--- config.mk ---
export PLATFORM = sky130hd
export DESIGN_NAME = vga_hexmon
export DESIGN_NICKNAME = d
export VERILOG_FILES = /design/src/rtl/vga_hexmon.sv
export SDC_FILE = /design/constraint.sdc
export NUM_CORES = 1
export LEC_CHECK = 0
export ABC_AREA = 1
export BUFFER_PORTS_ARGS = -buffer_cell sky130_fd_sc_hd__buf_2
export CORE_ASPECT_RATIO = 0.5
export CORE_UTILIZATION = 45
export CTS_CLUSTER_DIAMETER = 40
export DETAILED_ROUTE_END_ITERATION = 8
export SETUP_SLACK_MARGIN = 0.15
export SKIP_CTS_REPAIR_TIMING = 1
export SLEW_MARGIN = 20
export SYNTH_ARGS = -nofsm -noshare
export SYNTH_HDL_FRONTEND = slang
export SYNTH_SLANG_ARGS = --single-unit
--- constraint.sdc ---
create_clock -name clk -period 10.1 [get_ports clk]
set_clock_uncertainty 0.15 [all_clocks]
set_input_delay 1.01 -clock clk [delete_from_list [all_inputs] [get_ports clk]]
set_output_delay 1.01 -clock clk [all_outputs]
set_load 0.05 [all_outputs]
--- src/rtl/vga_hexmon.sv ---
// VGA timing generator with a hex-digit overlay that shows NCH 32-bit channel words
// as seven-segment glyphs, using a snapshot of the inputs taken at the start of each frame.
module vga_hexmon #(
  parameter int H_TOTAL   = 858,
  parameter int H_SYNC    = 62,
  parameter int H_ACT_BEG = 128,
  parameter int H_ACT     = 720,
  parameter int V_TOTAL   = 525,
  parameter int V_SYNC    = 6,
  parameter int V_ACT_BEG = 30,
  parameter int V_ACT     = 480,
  parameter bit HS_POL    = 1'b0,
  parameter bit VS_POL    = 1'b1,
  parameter int NCH       = 4,
  parameter int DIGITS    = 8,
  parameter int TEXT_X    = 240,
  parameter int TEXT_Y    = 96,
  parameter bit LZB       = 1'b0,
  parameter logic [6*NCH-1:0] FG = {NCH{6'b111111}},
  parameter logic [5:0]       BG = 6'b000001
) (
  input  logic              clk,
  input  logic              reset,
  input  logic              clk_en,
  input  logic [32*NCH-1:0] values,
  input  logic [NCH-1:0]    hide,
  output logic              hs,
  output logic              vs,
  output logic              de,
  output logic [1:0]        r,
  output logic [1:0]        g,
  output logic [1:0]        b,
  output logic              frame
);

  localparam int HW = $clog2(H_TOTAL);
  localparam int VW = $clog2(V_TOTAL);

  logic [HW-1:0]     hcount;
  logic [VW-1:0]     vcount;
  logic [32*NCH-1:0] shadow_values;
  logic [NCH-1:0]    shadow_hide;

  int          xi, yi, row, dig, col, crow, nib;
  logic [31:0] word;
  logic [3:0]  nibble;
  logic [5:0]  fg, colour;
  logic        hid, lead_nz, pix, glyph, active;
  logic        sa, sb, sc, sd, se, sf, sg;

  // Segment bits ordered {a,b,c,d,e,f,g}
  function automatic logic [6:0] seg7(input logic [3:0] n);
    case (n)
      4'h0: seg7 = 7'h7E;  4'h1: seg7 = 7'h30;  4'h2: seg7 = 7'h6D;  4'h3: seg7 = 7'h79;
      4'h4: seg7 = 7'h33;  4'h5: seg7 = 7'h5B;  4'h6: seg7 = 7'h5F;  4'h7: seg7 = 7'h70;
      4'h8: seg7 = 7'h7F;  4'h9: seg7 = 7'h7B;  4'hA: seg7 = 7'h77;  4'hB: seg7 = 7'h1F;
      4'hC: seg7 = 7'h4E;  4'hD: seg7 = 7'h3D;  4'hE: seg7 = 7'h4F;  default: seg7 = 7'h47;
    endcase
  endfunction

  always_comb begin
    xi   = int'(hcount) - TEXT_X;
    yi   = int'(vcount) - TEXT_Y;
    row  = yi / 64;
    dig  = xi / 32;
    col  = (xi % 32) / 8;
    crow = (yi % 64) / 8;
    nib  = DIGITS - 1 - dig;

    word = '0;
    hid  = 1'b0;
    fg   = '0;
    for (int ch = 0; ch < NCH; ch++) begin
      if (row == ch) begin
        word = shadow_values[32*ch +: 32];
        hid  = shadow_hide[ch];
        fg   = FG[6*ch +: 6];
      end
    end

    // lead_nz: some displayed nibble at or above this position is nonzero
    nibble  = '0;
    lead_nz = 1'b0;
    for (int k = 0; k < DIGITS; k++) begin
      if (k == nib) nibble = word[4*k +: 4];
      if (k >= nib && word[4*k +: 4] != 4'h0) lead_nz = 1'b1;
    end

    {sa, sb, sc, sd, se, sf, sg} = seg7(nibble);
    case (crow)
      0:       pix = (col == 0) ? (sa | sf) : (col == 1) ? sa : (sa | sb);
      1:       pix = (col == 0) ? sf        : (col == 1) ? 1'b0 : sb;
      2:       pix = (col == 0) ? (sf | se) : (col == 1) ? sg : (sb | sc);
      3:       pix = (col == 0) ? se        : (col == 1) ? 1'b0 : sc;
      4:       pix = (col == 0) ? (sd | se) : (col == 1) ? sd : (sd | sc);
      default: pix = 1'b0;
    endcase

    glyph = (xi >= 0) && (yi >= 0) && (row < NCH) && (dig < DIGITS) &&
            (col <= 2) && (crow <= 4) && !hid &&
            (!LZB || lead_nz || nib == 0) && pix;

    active = (int'(hcount) >= H_ACT_BEG) && (int'(hcount) < H_ACT_BEG + H_ACT) &&
             (int'(vcount) >= V_ACT_BEG) && (int'(vcount) < V_ACT_BEG + V_ACT);

    if (!active)    colour = '0;
    else if (glyph) colour = fg;
    else            colour = BG;
  end

  // Outputs describe the position being left behind, so they lag the counters by one enable
  always_ff @(posedge clk) begin
    if (reset) begin
      hcount        <= '0;
      vcount        <= '0;
      shadow_values <= '0;
      shadow_hide   <= '0;
      hs            <= ~HS_POL;
      vs            <= ~VS_POL;
      de            <= 1'b0;
      r             <= '0;
      g             <= '0;
      b             <= '0;
      frame         <= 1'b0;
    end else begin
      frame <= 1'b0;
      if (clk_en) begin
        if (int'(hcount) == H_TOTAL - 1) begin
          hcount <= '0;
          if (int'(vcount) == V_TOTAL - 1) vcount <= '0;
          else                              vcount <= vcount + 1'b1;
        end else begin
          hcount <= hcount + 1'b1;
        end

        if (hcount == '0 && vcount == '0) begin
          shadow_values <= values;
          shadow_hide   <= hide;
          frame         <= 1'b1;
        end

        hs <= (int'(hcount) < H_SYNC) ? HS_POL : ~HS_POL;
        vs <= (int'(vcount) < V_SYNC) ? VS_POL : ~VS_POL;
        de <= active;
        g  <= colour[5:4];
        r  <= colour[3:2];
        b  <= colour[1:0];
      end
    end
  end

endmodule

==> impl_metrics.py <==
metrics = {
    "status": {
        "status": "finished with violations",
        "violations": "design-rule violations",
    },
    "sta": {
        "worst_slew_pin_slew_ns": 1.084,
        "hold_viol": 0,
        "whs_ns": 0.3162,
        "rsz0062_at_grt": "false",
        "period_share": 0.7420,
        "drv_slew": 0,
        "relSlewSlack": 0.2745,
        "fmax_mhz": 133.4,
        "finalCriticalPeriod_ns": 7.494,
        "fin_tns_setup_ns": 0,
        "finalSetupViolCount": 0,
    },
    "setup_path": {
        "crit_required_ns": 10.28,
        "arrival_ns": 7.67,
        "cpPeakStageDelay_ns": 1.00,
        "cp_slowest_cell": "nor2_1",
        "critPathKind": "reg -> reg",
        "critPathCaptureType": "register",
        "start_kind": "register",
        "crit_top_cell": "nand2_1",
        "cp_max_fo": 27,
    },
    "clock_tree": {
        "cts_buffers": 17,
        "worst_skew_pair.late_latency_ns": 0.46,
        "cts_tree": "built",
        "clock_sink_count": 158,
        "cts_root_buffer": "clkbuf_16",
        "path_clk_slew_ns": 0.07,
        "clk_path_buf_depth": 2,
        "htree_levels": 4,
    },
    "worst_hold_path": {
        "holdCritPathClass": "reg -> reg",
    },
    "logic_synthesis": {
        "synth_cell_types": 54,
        "seq_area_frac_synth": 0.2953,
        "synth-edff-count": 0,
        "synthArstFlopShare": 0,
        "synthCells": 1612,
        "yosysWarnings": 0,
        "syn_nets": 1794,
        "synthesis.area_mm2": 0.01071,
        "avgSynthCellArea_um2": 6.644,
        "synth_ff_type": "dfxtp_1",
        "yosys.area.top_type_share": 0.2953,
        "synth.ff_latch_count": 158,
        "yosys.area.top_type": "dfxtp_1",
        "yosys-top-cells-area": "dfxtp_1, nand2_1, inv_1, o21ai_0, a21oi_1",
    },
    "grt": {
        "grtUsageTotal": 0.2876,
        "grt_max_degree": 138,
        "grt_pass1_vias": 10580,
        "antenna_found_initial": 0,
        "grt.overflow.total": 0,
        "grt_pass1_wl_um": 55460,
    },
    "finish": {
        "layout.nets": 1890,
        "area_growth_pct": 13.67,
        "fillCellCount": 2342,
        "layout_commonest_cell": "nand2_1",
        "multiInputGateArea_mm2": 0.006133,
        "layout.area.seq_mm2": 0.003163,
        "final_cell_mix": "nand2_1, inv_1, o21ai_0, a21oi_1, dfxtp_1",
        "antenna_cells": 0,
        "drive_gt1_frac": 0.1598,
    },
    "route": {
        "finalWirelength_um": 34510,
        "vias_per_cell": 5.569,
        "routedWlPerCell_um": 17.01,
        "drt_iter0_drc": 1151,
        "dr.pass1.iters": 7,
        "vias": 11290,
        "ant_nets": 0,
        "drcViolationCount": 2,
    },
    "place": {
        "port_buffers": 144,
        "dp_hpwl_um": 25950,
        "place_congestion": 0.9420,
    },
    "floorplanning": {
        "die-width_um": 220.2,
        "initial_utilization": 0.4640,
        "die-area_mm2": 0.02446,
        "fp.dieH_um": 111.1,
        "core-area_mm2": 0.02308,
        "ios": 145,
        "num_rows": 39,
    },
    "pwr": {
        "ir_worst_vdd_uv": 109.7,
        "leakagePower_nw": 5.241,
        "powerDensity_mw_per_mm2": 126.8,
    },
    "run": {
        "cap_violations": 0,
    },
}
-- cell type report --
class	instances	share of cell area
clock inverters	14	0.01357
repair buffers	154	0.06670
multi-input cells	1090	0.5038
flip-flops and latches	158	0.2598
clock buffers	18	0.03607
well taps	307	0.03155
inverters	287	0.08849
-- worst max-delay path: cells and delay by family (launching register included) --
family,cells,cell delay [ns]
AO/OA/AOI/OAI,3,0.47
adder cells (fa/ha/maj),3,0.89
buffers and inverters,5,0.89
flip-flops,1,0.34
AND/OR/NAND/NOR,26,4.64
-- worst paths after layout --
kind / from / endpoint / slack [ns] / cells past startpoint
worst max-delay path: vcount[7]$_SDFFE_PP0P_ / b[0]$_SDFFE_PP0P_ / 2.61 / 37
worst min-delay path: shadow_values[109]$_SDFFE_PP0P_ / shadow_values[109]$_SDFFE_PP0P_ / 0.32 / 2
worst max register to register: vcount[7]$_SDFFE_PP0P_ / b[0]$_SDFFE_PP0P_ / 2.61 / 37
worst min register to register: shadow_values[109]$_SDFFE_PP0P_ / shadow_values[109]$_SDFFE_PP0P_ / 0.32 / 2
-- registers in the layout, indices dropped and copies added, names as in the netlist --
signal         flops
shadow_values    128
hcount            10
vcount            10
shadow_hide        4
b                  1
de                 1
frame              1
hs                 1
r                  1
vs                 1
-- cell usage after synthesis, types with 7 or more instances --
cell type    n
nand2_1    269
inv_1      264
o21ai_0    169
a21oi_1    167
dfxtp_1    158
nand3_1     84
nor2_1      76
clkbuf_1    56
ha_1        47
o22ai_1     44
o221ai_1    38
nor3_1      28
nand4_1     27
inv_2       20
a221oi_1    13
nor4_1      13
o2111ai_1   13
buf_2       12
nand3_2     12
nor2_2      12
nand2_2     10
nor2_4      10
nand2_4      7
-- through the flow --
stage	power [W]	utilization	setup slack, ns	std cells	area, um^2
floorplan	0.0008182	-	4.737	1612	10710
global route	0.001611	0.5275	1.937	2028	12170
detailed placement	0.0008849	0.5002	2.746	1995	11550
CTS	0.001558	0.5264	2.715	2027	12150
global placement	0.0008808	0.5002	3.023	1995	11550
finish	0.001544	0.5275	2.606	2028	12170
-- power by group --
group          total, W  internal (W)  switching (W)
combinational  0.000165     0.0000562       0.000109
sequential     0.000708      0.000679      0.0000290
clock          0.000671      0.000361       0.000310
-- per-layer routing --
metal / share of wire / routed length (um) / vias to the layer above / track usage
met5: 0 / 0 / - / 0
met4: 0.013 / 437 / 0 / 0.06437
met3: 0.068 / 2352 / 37 / 0.06200
met2: 0.43 / 14850 / 380 / 0.4321
met1: 0.49 / 16870 / 5236 / 0.4153
li1: - / - / 5641 / -
-- cells by family after synthesis --
logic type	synth area share
AO/OA/AOI/OAI	0.2568
flip-flops	0.2953
XOR/XNOR	0.004907
adder cells (fa/ha/maj)	0.05491
buffers and inverters	0.1332
AND/OR/NAND/NOR	0.2549
(Power assumes the default switching activity.)
